--- src/rtl/render_scheduler_pkg.sv ---
// Shared widths, screen geometry, FSM encodings and command bundle
// for the page renderer's drawing scheduler.
package render_scheduler_pkg;

   localparam int COLOR_W   = 3;
   localparam int X_W       = 8;
   localparam int Y_W       = 7;
   localparam int CHAR_W    = 8;
   localparam int SIZE_W    = 3;
   localparam int SCREEN_W  = 160;
   localparam int SCREEN_H  = 120;
   localparam int GLYPH_DIM = 8;

   typedef enum logic [2:0] {
      IDLE    = 3'd0,
      RECT    = 3'd1,
      G_FETCH = 3'd2,
      G_WAIT  = 3'd3,
      G_EMIT  = 3'd4
   } state_t;

   typedef struct packed {
      logic [COLOR_W-1:0] color;
      logic [X_W-1:0]     x;
      logic [Y_W-1:0]     y;
      logic [X_W-1:0]     w;
      logic [Y_W-1:0]     h;
      logic [CHAR_W-1:0]  ch;
      logic [SIZE_W-1:0]  size;
   } cmd_t;

   function automatic logic on_screen(
      input logic [X_W:0] x,
      input logic [Y_W:0] y
   );
      return (x < (X_W+1)'(SCREEN_W)) &&
             (y < (Y_W+1)'(SCREEN_H));
   endfunction

endpackage

--- src/rtl/render_scheduler_if.sv ---
// Command, font ROM and pixel-write signals of the scheduler.
// slave is the scheduler's view, master the environment's.
interface render_scheduler_if;
   import render_scheduler_pkg::*;

   logic               txt_req;
   logic               txt_ack;
   logic [CHAR_W-1:0]  txt_char;
   logic [COLOR_W-1:0] txt_color;
   logic [SIZE_W-1:0]  txt_size;
   logic [X_W-1:0]     txt_x;
   logic [Y_W-1:0]     txt_y;

   logic               blk_req;
   logic               blk_ack;
   logic [COLOR_W-1:0] blk_color;
   logic [X_W-1:0]     blk_x;
   logic [Y_W-1:0]     blk_y;
   logic [X_W-1:0]     blk_w;
   logic [Y_W-1:0]     blk_h;

   logic [CHAR_W+2:0]  font_addr;
   logic [7:0]         font_data;

   logic               pix_valid;
   logic               pix_ready;
   logic [X_W-1:0]     pix_x;
   logic [Y_W-1:0]     pix_y;
   logic [COLOR_W-1:0] pix_color;
   logic               busy;

   modport slave (
      input  txt_req, txt_char, txt_color, txt_size, txt_x, txt_y,
      output txt_ack,
      input  blk_req, blk_color, blk_x, blk_y, blk_w, blk_h,
      output blk_ack,
      output font_addr,
      input  font_data,
      output pix_valid, pix_x, pix_y, pix_color,
      input  pix_ready,
      output busy
   );

   modport master (
      output txt_req, txt_char, txt_color, txt_size, txt_x, txt_y,
      input  txt_ack,
      output blk_req, blk_color, blk_x, blk_y, blk_w, blk_h,
      input  blk_ack,
      input  font_addr,
      output font_data,
      input  pix_valid, pix_x, pix_y, pix_color,
      output pix_ready,
      input  busy
   );

endinterface

--- src/rtl/render_scheduler_span_walker.sv ---
// Two-level counter: inner index sweeps 0..inner_n-1 per outer step.
// Wraps to (0,0) after the last position so it can be reused.
module render_scheduler_span_walker #(
   parameter int OW = 7,
   parameter int IW = 8
) (
   input  logic          clock,
   input  logic          resetn,
   input  logic          load,
   input  logic          adv,
   input  logic [OW-1:0] outer_n,
   input  logic [IW-1:0] inner_n,
   output logic [OW-1:0] outer_i,
   output logic [IW-1:0] inner_i,
   output logic          done
);

   localparam logic [OW-1:0] OONE = 1;
   localparam logic [IW-1:0] IONE = 1;

   logic [OW-1:0] o_cnt;
   logic [IW-1:0] i_cnt;
   logic          o_end;
   logic          i_end;

   assign o_end = outer_i == o_cnt - OONE;
   assign i_end = inner_i == i_cnt - IONE;
   assign done  = o_end & i_end;

   always_ff @(posedge clock or negedge resetn) begin
      if (!resetn) begin
         o_cnt   <= '0;
         i_cnt   <= '0;
         outer_i <= '0;
         inner_i <= '0;
      end else if (load) begin
         o_cnt   <= outer_n;
         i_cnt   <= inner_n;
         outer_i <= '0;
         inner_i <= '0;
      end else if (adv) begin
         if (i_end) begin
            inner_i <= '0;
            outer_i <= o_end ? '0 : outer_i + OONE;
         end else begin
            inner_i <= inner_i + IONE;
         end
      end
   end

endmodule

--- src/rtl/render_scheduler.sv ---
// Round-robin text/block arbiter and rasteriser onto a single
// framebuffer pixel-write port, with glyph rows from the font ROM.
module render_scheduler
   import render_scheduler_pkg::*;
(
   input  logic              clock,
   input  logic              resetn,
   render_scheduler_if.slave bus
);

   state_t            state;
   cmd_t              cmd;
   logic              prefer_txt;
   logic [2:0]        col;
   logic [2:0]        row;
   logic [7:0]        bits;
   logic              txt_ack_q;
   logic              blk_ack_q;

   logic              any_req;
   logic              pick_blk;
   logic              load;
   logic              rect_mode;
   logic              emit_mode;
   logic              empty;
   logic              valid;
   logic              step;
   logic              wdone;
   logic [SIZE_W-1:0] tsize;
   logic [Y_W-1:0]    outer_n;
   logic [Y_W-1:0]    outer_i;
   logic [X_W-1:0]    inner_n;
   logic [X_W-1:0]    inner_i;
   logic [X_W:0]      cx;
   logic [Y_W:0]      cy;

   assign tsize    = (bus.txt_size == '0) ? SIZE_W'(1) : bus.txt_size;
   assign any_req  = bus.txt_req | bus.blk_req;
   assign pick_blk = bus.blk_req & (~bus.txt_req | ~prefer_txt);
   assign load     = (state == IDLE) & any_req;
   assign outer_n  = pick_blk ? bus.blk_h : Y_W'(tsize);
   assign inner_n  = pick_blk ? bus.blk_w : X_W'(tsize);

   render_scheduler_span_walker #(
      .OW(Y_W),
      .IW(X_W)
   ) u_span_walker (
      .clock   (clock),
      .resetn  (resetn),
      .load    (load),
      .adv     (step),
      .outer_n (outer_n),
      .inner_n (inner_n),
      .outer_i (outer_i),
      .inner_i (inner_i),
      .done    (wdone)
   );

   // One bit wider than the ports so clipped positions never wrap
   always_comb begin
      cx = {1'b0, cmd.x} + {1'b0, inner_i};
      cy = {1'b0, cmd.y} + {1'b0, outer_i};
      if (emit_mode) begin
         cx = cx + (X_W+1)'(col) * (X_W+1)'(cmd.size);
         cy = cy + (Y_W+1)'(row) * (Y_W+1)'(cmd.size);
      end
   end

   assign rect_mode = state == RECT;
   assign emit_mode = state == G_EMIT;
   assign empty     = (cmd.w == '0) | (cmd.h == '0);
   assign valid     = on_screen(cx, cy) &
                      ((rect_mode & ~empty) | (emit_mode & bits[~col]));
   assign step      = (rect_mode | emit_mode) & (~valid | bus.pix_ready);

   assign bus.pix_valid = valid;
   assign bus.pix_x     = cx[X_W-1:0];
   assign bus.pix_y     = cy[Y_W-1:0];
   assign bus.pix_color = cmd.color;
   assign bus.font_addr = {cmd.ch, row};
   assign bus.txt_ack   = txt_ack_q;
   assign bus.blk_ack   = blk_ack_q;
   assign bus.busy      = state != IDLE;

   always_ff @(posedge clock or negedge resetn) begin
      if (!resetn) begin
         state      <= IDLE;
         cmd        <= '0;
         prefer_txt <= 1'b0;
         col        <= '0;
         row        <= '0;
         bits       <= '0;
         txt_ack_q  <= 1'b0;
         blk_ack_q  <= 1'b0;
      end else begin
         txt_ack_q <= 1'b0;
         blk_ack_q <= 1'b0;
         unique case (state)
            IDLE: begin
               if (any_req && pick_blk) begin
                  cmd.color  <= bus.blk_color;
                  cmd.x      <= bus.blk_x;
                  cmd.y      <= bus.blk_y;
                  cmd.w      <= bus.blk_w;
                  cmd.h      <= bus.blk_h;
                  cmd.ch     <= '0;
                  cmd.size   <= SIZE_W'(1);
                  blk_ack_q  <= 1'b1;
                  prefer_txt <= 1'b1;
                  state      <= RECT;
               end else if (any_req) begin
                  cmd.color  <= bus.txt_color;
                  cmd.x      <= bus.txt_x;
                  cmd.y      <= bus.txt_y;
                  cmd.w      <= '0;
                  cmd.h      <= '0;
                  cmd.ch     <= bus.txt_char;
                  cmd.size   <= tsize;
                  txt_ack_q  <= 1'b1;
                  prefer_txt <= 1'b0;
                  col        <= '0;
                  row        <= '0;
                  state      <= G_FETCH;
               end
            end
            RECT: begin
               if (step && (empty || wdone)) state <= IDLE;
            end
            G_FETCH: state <= G_WAIT;
            G_WAIT: begin
               bits  <= bus.font_data;
               state <= G_EMIT;
            end
            G_EMIT: begin
               if (step && wdone) begin
                  col <= col + 3'd1;
                  if (col == 3'(GLYPH_DIM-1)) begin
                     row   <= row + 3'd1;
                     state <= (row == 3'(GLYPH_DIM-1)) ? IDLE : G_FETCH;
                  end
               end
            end
            default: state <= IDLE;
         endcase
      end
   end

endmodule

--- src/flat_wrapper.sv ---
// flat-port wrapper written by rule: the top's interface ports become plain ports
module render_scheduler_flat import render_scheduler_pkg::*;
  (clock, resetn, bus_txt_req, bus_txt_char, bus_txt_color, bus_txt_size, bus_txt_x, bus_txt_y, bus_txt_ack, bus_blk_req, bus_blk_color, bus_blk_x, bus_blk_y, bus_blk_w, bus_blk_h, bus_blk_ack, bus_font_addr, bus_font_data, bus_pix_valid, bus_pix_x, bus_pix_y, bus_pix_color, bus_pix_ready, bus_busy);
  render_scheduler_if bus_i ();
  input  logic clock;
  input  logic resetn;
  input wire logic [$bits(bus_i.txt_req)-1:0] bus_txt_req;
  input wire logic [$bits(bus_i.txt_char)-1:0] bus_txt_char;
  input wire logic [$bits(bus_i.txt_color)-1:0] bus_txt_color;
  input wire logic [$bits(bus_i.txt_size)-1:0] bus_txt_size;
  input wire logic [$bits(bus_i.txt_x)-1:0] bus_txt_x;
  input wire logic [$bits(bus_i.txt_y)-1:0] bus_txt_y;
  output wire logic [$bits(bus_i.txt_ack)-1:0] bus_txt_ack;
  input wire logic [$bits(bus_i.blk_req)-1:0] bus_blk_req;
  input wire logic [$bits(bus_i.blk_color)-1:0] bus_blk_color;
  input wire logic [$bits(bus_i.blk_x)-1:0] bus_blk_x;
  input wire logic [$bits(bus_i.blk_y)-1:0] bus_blk_y;
  input wire logic [$bits(bus_i.blk_w)-1:0] bus_blk_w;
  input wire logic [$bits(bus_i.blk_h)-1:0] bus_blk_h;
  output wire logic [$bits(bus_i.blk_ack)-1:0] bus_blk_ack;
  output wire logic [$bits(bus_i.font_addr)-1:0] bus_font_addr;
  input wire logic [$bits(bus_i.font_data)-1:0] bus_font_data;
  output wire logic [$bits(bus_i.pix_valid)-1:0] bus_pix_valid;
  output wire logic [$bits(bus_i.pix_x)-1:0] bus_pix_x;
  output wire logic [$bits(bus_i.pix_y)-1:0] bus_pix_y;
  output wire logic [$bits(bus_i.pix_color)-1:0] bus_pix_color;
  input wire logic [$bits(bus_i.pix_ready)-1:0] bus_pix_ready;
  output wire logic [$bits(bus_i.busy)-1:0] bus_busy;
  assign bus_i.txt_req = bus_txt_req;
  assign bus_i.txt_char = bus_txt_char;
  assign bus_i.txt_color = bus_txt_color;
  assign bus_i.txt_size = bus_txt_size;
  assign bus_i.txt_x = bus_txt_x;
  assign bus_i.txt_y = bus_txt_y;
  assign bus_txt_ack = bus_i.txt_ack;
  assign bus_i.blk_req = bus_blk_req;
  assign bus_i.blk_color = bus_blk_color;
  assign bus_i.blk_x = bus_blk_x;
  assign bus_i.blk_y = bus_blk_y;
  assign bus_i.blk_w = bus_blk_w;
  assign bus_i.blk_h = bus_blk_h;
  assign bus_blk_ack = bus_i.blk_ack;
  assign bus_font_addr = bus_i.font_addr;
  assign bus_i.font_data = bus_font_data;
  assign bus_pix_valid = bus_i.pix_valid;
  assign bus_pix_x = bus_i.pix_x;
  assign bus_pix_y = bus_i.pix_y;
  assign bus_pix_color = bus_i.pix_color;
  assign bus_i.pix_ready = bus_pix_ready;
  assign bus_busy = bus_i.busy;
  render_scheduler u_core (.clock(clock), .resetn(resetn), .bus(bus_i));
endmodule
--- config.mk ---
export PLATFORM = sky130hd
export DESIGN_NAME = render_scheduler_flat
export DESIGN_NICKNAME = d
export VERILOG_FILES = /design/src/rtl/render_scheduler_pkg.sv /design/src/rtl/render_scheduler_if.sv /design/src/rtl/render_scheduler_span_walker.sv /design/src/rtl/render_scheduler.sv /design/src/flat_wrapper.sv
export SDC_FILE = /design/constraint.sdc
export NUM_CORES = 1
export LEC_CHECK = 0
export CORE_AREA = 2 2 150 94
export DETAILED_ROUTE_END_ITERATION = 8
export DIE_AREA = 0 0 152 96
export PLACE_DENSITY = 0.75
export SLEW_MARGIN = 15
export SYNTH_ARGS = -nofsm -noshare
export SYNTH_HDL_FRONTEND = slang
export SYNTH_SLANG_ARGS = --single-unit
--- constraint.sdc ---
create_clock -name clock -period 5.9 [get_ports clock]
set_clock_uncertainty 0.05 [all_clocks]
set_input_delay 1.77 -clock clock [delete_from_list [all_inputs] [get_ports clock]]
set_output_delay 1.77 -clock clock [all_outputs]
set_load 0.01 [all_outputs]
# Yosys cells after proc, flatten, opt, wreduce, memory -nomap -nowiden
# Cells that the tools add are included.
[op_classes]
addsub = 10
multipliers = 2
n_div = 0
order_cmp = 3
eq_ne = 14
shift = 0
n_mux = 37
n_bitwise = 18
n_reduce_logical = 19
[op_table]
columns = ["operator", "count"]
rows = [
  ["two-way mux 44 bit", 2],
  ["two-way mux 8 bit", 5],
  ["two-way mux 7 bit", 5],
  ["two-way mux 3 bit", 11],
  ["case mux 3 bit (5 select lines)", 1],
  ["multiplier 3 x 3 -> 6 bit", 2],
  ["case mux 3 bit (2 select lines)", 2],
  ["adder 8 x 8 -> 9 bit", 1],
  ["adder 9 x 6 -> 9 bit", 1],
  ["== test 3 bit, second input constant", 3],
  ["< comparator 9 x 8 -> 1 bit, second input constant", 1],
  ["two-way mux 9 bit", 1],
  ["adder 7 x 7 -> 8 bit", 1],
  ["adder 8 x 1 -> 8 bit, second input constant", 1],
  ["adder 8 x 6 -> 8 bit", 1],
  ["== test 8 bit", 1],
  ["zero test 8 bit", 1],
  ["< comparator 8 x 7 -> 1 bit, second input constant", 1],
  ["two-way mux 1 bit", 8],
  ["inequality test 2 bit, second input constant", 4],
  ["AND reduction 4 bit", 2],
  ["nonzero test 2 bit", 4],
  ["subtractor 8 x 1 -> 8 bit, second input constant", 1],
  ["adder 7 x 1 -> 7 bit, second input constant", 1],
  ["21 further kinds", 42],
]
[word_totals]
ff_bits = 94
latchBits = 0
mem_bits_rw = 0
romBits = 0
input_bits = 75
out_inout_bits = 33
wordCells = 121
n_memories = 0

# Depth between registers and ports, before layout
[depth]
ltp_word = 12
mapped_depth = 19
depth_no_buf = 18

# Modules after synthesis
# Synthesis repeated with hierarchy kept, for this count alone.
[unflattened]
hier_cells = 711
hier_area_um2 = 6586.3
[by_module_without_submodules]
columns = ["mod", "instances", "cells_per_inst", "area_per_inst_um2", "seq_area_each_um2"]
rows = [
  ["render_scheduler", 1, 539, 4762.1, 1601.5],
  ["render_scheduler_span_walker", 1, 172, 1824.2, 750.7],
]

# Worst setup path after synthesis
# OpenSTA, ideal clock, no wires.
[synth_timing]
kind = "reg2out"
start = "register u_core.u_span_walker.inner_i[0]"
end = "output bus_pix_valid"
t_arrival_ps = 3805
required_time_ps = 4080
slack_ps = 275
stages_incl_launch_ff = 16
n_path_buf = 0
cell_sequence = "dfrtp_1 -> ha_1 -> fa_1 -> a21o_1 -> a21oi_1 -> xor2_1 -> fa_1 -> inv_1 -> ha_1 -> o21ai_0 -> o21ai_0 -> o211ai_1 -> xnor2_1 -> or2_2 -> a221oi_4 -> and2_1"
[synth_via]
elab_chain_cells = 6
[synth_lines]
columns = ["item", "line", "source"]
rows = [
  ["start, declared", "render_scheduler_span_walker.sv:14", "output logic [IW-1:0] inner_i,"],
  ["start signal, assigned", "render_scheduler_span_walker.sv:46", "inner_i <= inner_i + IONE;"],
  ["adder 8 x 8 -> 9 bit (*)", "render_scheduler.sv:61", "cx = {1'b0, cmd.x} + {1'b0, inner_i};"],
  ["adder 9 x 6 -> 9 bit", "render_scheduler.sv:64", "cx = cx + (X_W+1)'(col) * (X_W+1)'(cmd.size);"],
  ["two-way mux 9 bit (*)", "render_scheduler.sv:63", "if (emit_mode) begin"],
  ["named net bus_pix_x[6]", "flat_wrapper.sv:24", "output wire logic [$bits(bus_i.pix_x)-1:0] bus_pix_x;"],
  ["< comparator 9 x 8 -> 1 bit (*)", "render_scheduler_pkg.sv:36", "return (x < (X_W+1)'(SCREEN_W)) &&"],
  ["logical AND 1 bit (*)", "render_scheduler_pkg.sv:36", ""],
  ["bitwise AND 1 bit (*)", "render_scheduler.sv:72", "assign valid = on_screen(cx, cy) &"],
  ["end, declared", "flat_wrapper.sv:23", "output wire logic [$bits(bus_i.pix_valid)-1:0] bus_pix_valid;"],
]
# Mark *: on every way through the listed nets, which the timed path passes. The rest lies on a longest branch.

# Worst setup path in the final report
[layout_timing]
start = "register u_core.cmd[26] in the netlist's numbering"
end = "output bus_pix_valid"
[layout_via]
elab_chain_cells = 6
[layout_lines]
columns = ["item", "line", "source"]
rows = [
  ["start, declared", "render_scheduler.sv:12", "cmd_t cmd;"],
  ["adder 7 x 7 -> 8 bit (*)", "render_scheduler.sv:62", "cy = {1'b0, cmd.y} + {1'b0, outer_i};"],
  ["adder 8 x 6 -> 8 bit", "render_scheduler.sv:65", "cy = cy + (Y_W+1)'(row) * (Y_W+1)'(cmd.size);"],
  ["two-way mux 8 bit (*)", "render_scheduler.sv:63", ""],
  ["< comparator 8 x 7 -> 1 bit (*)", "render_scheduler_pkg.sv:37", "(y < (Y_W+1)'(SCREEN_H));"],
  ["logical AND 1 bit (*)", "render_scheduler_pkg.sv:36", ""],
  ["bitwise AND 1 bit (*)", "render_scheduler.sv:72", ""],
]
# Mark *: on every way between the ends. The rest lies on a longest branch, timed or not.

==> results.ini <==
[hold_path]
whs_path_depth=2
worstHoldPathType=flip-flop to flip-flop
hold_path_end=u_core.bus.font_addr[8]$_DFFE_PN0P_
worstHoldStart=u_core.bus.font_addr[8]$_DFFE_PN0P_

[layout]
diodes=0
drive_gt1_frac=0.144
fin_area_um2=8300
area_growth_pct=28.4
nets=950
post_layout_nonfiller_instances=1000

[routing]
drtAntennaViolNets=0
first_pass_iters=5
drc=0
viasPerCell=5.65
detail_route.wl_per_cell_um=16.9
via_count=5647
drt_iter0_markers=337
wl_um=16900

[clocking]
cts_buffers=9
root_buffer=clkbuf_16
cts_tree=built
htree_levels=3
cts_max_path_buffers=2
insertion_delay_ns=0.35
cts_sinks=94
clk_pin_slew_ns=0.06

[synthesis]
synth_most_common_cell=nand2_1
synth_warnings=0
synth_area_um2=6470
yosys.cell_types.count=70
synth.top_cells.by_area=dfrtp_1 36%, ha_1 7.9%, nand2_1 6.2%
avgSynthCellArea_um2=9.21
synthAdderAreaFrac=0.116
yosysTopAreaCellShare=0.364
synth-edff-count=0
synth-compound-area-share=0.195
ys_ff_latch=94
syn_inst=702
synth_flop_cell=dfrtp_1
synth-simple-area-share=0.198
synthArstFlopShare=1.00
yosysSeqAreaShare=0.364
synth_top_area_cell=dfrtp_1
synth_top_family_by_area=simple AND/OR/NAND/NOR gates
synthMuxAreaShare=0.0356
synth_top_cells_by_count=106 x nand2_1, 94 x dfrtp_1, 50 x nor2_1
syn_nets=830
synth-xor-area-share=0.0433

[timing]
finalCriticalPeriod_ns=5.72
finalHoldViolations=0
max_freq_ghz=0.175
slew_viol_final=0
period_share=0.969
fin_ws_ns=0.182
relSlewSlack=0.296
whs_ns=0.416
setup_violations=0
worst_pin_slew_ns=1.06

[place]
placed_area_um2=7850
dp.cells=982
pre_cts_slack_ns=-0.102
place.gp.congestion=0.863
port_buffers=107
dp_hpwl_um=12600

[worst_setup_path]
reg2reg_to=u_core.u_span_walker.inner_i[0]$_DFFE_PN0P_
worstSetupEndpointType=primary output
cp-start-kind=flip-flop
worstPathArrival_ns=3.90
ff2ff_setup_slack_ns=1.24
path_class=flip-flop to primary output
cp.required_ns=4.08
r2r_cells=17
r2r_start=u_core.u_span_walker.inner_i[0]$_DFFE_PN0P_
cp_max_fo=3

[floorplan]
chipHeight_um=96
die_w_um=152
initial_utilization=0.488
placementRows=33
die_area_um2=14600
core_area_um2=13300
io_pins=108

[global_route]
first_global_vias=5766
met1_usage=0.324
antenna_found_initial=0
grt_pass1_wl_um=28000
grt_overflow=0
grt_util_met2=0.399
grt_start_max_net_pins=64
grtUsageMet3=0.0486
busiest_layer=met2
grt.total_usage=0.241

[power]
power_density_nw_per_um2=511
p_leak_nw=3.77
peakVddDrop_mv=0.246
total_power_mw=4.24

[flow_run]
max-cap-violations=0

[outcome]
outcome=finished, final reports clean

[final cells by class]
class / instances / area [um^2]
sequential: 94 / 2350
fill: 1080 / 4950
inverter: 33 / 124
multi-input combinational: 537 / 3940
clock inverter: 3 / 45.0
clock buffer: 11 / 253
tap: 175 / 219
timing repair buffer: 147 / 1370
[metal layers]
layer / vias to the layer above / part of all wire
li1: 2718 / -
met1: 2711 / 0.47
met2: 190 / 0.46
met3: 28 / 0.053
met4: 0 / 0.019
met5: - / 0
[sequential cells by signal (all words and copies together) (netlist names), 7 cells and up]
register and count:
u_core.bits 8, u_core.bus.font_addr 8, u_core.cmd 33, u_core.u_span_walker.i_cnt 8, u_core.u_span_walker.inner_i 8, u_core.u_span_walker.o_cnt 7
u_core.u_span_walker.outer_i 7
[cells by family after synthesis]
logic type | count (synthesis)
and+or+nand+nor | 266
xor gates and xnor gates | 32
adders and majority gates | 53
muxes | 19
DFF | 94
buffers and inverters | 71
AOI/OAI and AO/OA | 167
[stage by stage]
| step | setup TNS, ns | util |
|---|---|---|
| 2_1_floorplan | 0 | - |
| 3_3_place_gp | 0 | 0.592 |
| 3_5_place_dp | -0.102 | 0.592 |
| 4_1_cts | 0 | 0.619 |
| 5_1_grt | -0.0428 | 0.626 |
| 6_report | 0 | 0.626 |
[placed cells by master, fill, tap and decap left out, types with 5 or more instances in the layout]
master / n
o21bai_1: 7
o211ai_1: 5
mux2_2: 11
a31oi_1: 21
a21oi_2: 5
ha_1: 37
buf_4: 41
nand3_1: 24
clkbuf_16: 9
nor2b_1: 9
a22o_1: 26
a211oi_1: 6
nand2b_1: 11
fa_1: 9
a21o_1: 9
clkdlybuf4s50_1: 103
dfrtp_1: 93
and3_1: 5
a21oi_1: 12
inv_1: 31
o21ai_0: 22
xor2_1: 11
nand2_1: 106
o22ai_1: 6
xnor2_1: 17
nor2_1: 50
and2_1: 14
nor3_1: 9
o21ai_1: 5
a32o_1: 6
[timing repair]
item,in CTS,in global routing
endpoints found under the setup margin,3,6
hold buffers,0,0
resized for setup,15,23
pin swaps,0,13
setup buffers,2,2
[critical path: stages (launching register included)]
cell	delay, ns
dfrtp_1	0.37
ha_2	0.19
inv_2	0.04
fa_2	0.54
inv_1	0.05
ha_1	0.28
ha_2	0.20
inv_1	0.07
fa_2	0.39
nand2b_4	0.15
a21oi_2	0.20
mux2i_2	0.27
nand3b_1	0.15
o21ai_2	0.09
a221oi_4	0.30
and2_1	0.15
buf_2	0.12
[worst max-delay path by stage]
stage / depth (start not counted) / endpoint / slack, ns / from
3_3_place_gp: 16 / bus_pix_valid / 0.02 / u_core.u_span_walker.inner_i[0]$_DFFE_PN0P_
4_1_cts: 13 / bus_pix_x[7] / 0.006 / u_core.u_span_walker.inner_i[0]$_DFFE_PN0P_
2_1_floorplan: 15 / bus_pix_valid / 0.28 / u_core.u_span_walker.inner_i[0]$_DFFE_PN0P_
5_1_grt: 17 / bus_pix_valid / -0.04 / u_core.u_span_walker.outer_i[0]$_DFFE_PN0P_
6_report: 16 / bus_pix_valid / 0.18 / u_core.cmd[26]$_DFFE_PN0P_
3_5_place_dp: 14 / bus_pix_valid / -0.10 / u_core.u_span_walker.outer_i[0]$_DFFE_PN0P_
[power by group]
group / leakage (nW) / internal, mW / switching (mW) / total, mW
combinational: 2.44 / 1.20 / 1.30 / 2.50
sequential: 1.19 / 0.911 / 0.231 / 1.14
clock: 0.140 / 0.347 / 0.246 / 0.593
total: 3.77 / 2.46 / 1.78 / 4.24
Note: power is estimated with default switching activity, not from simulation.
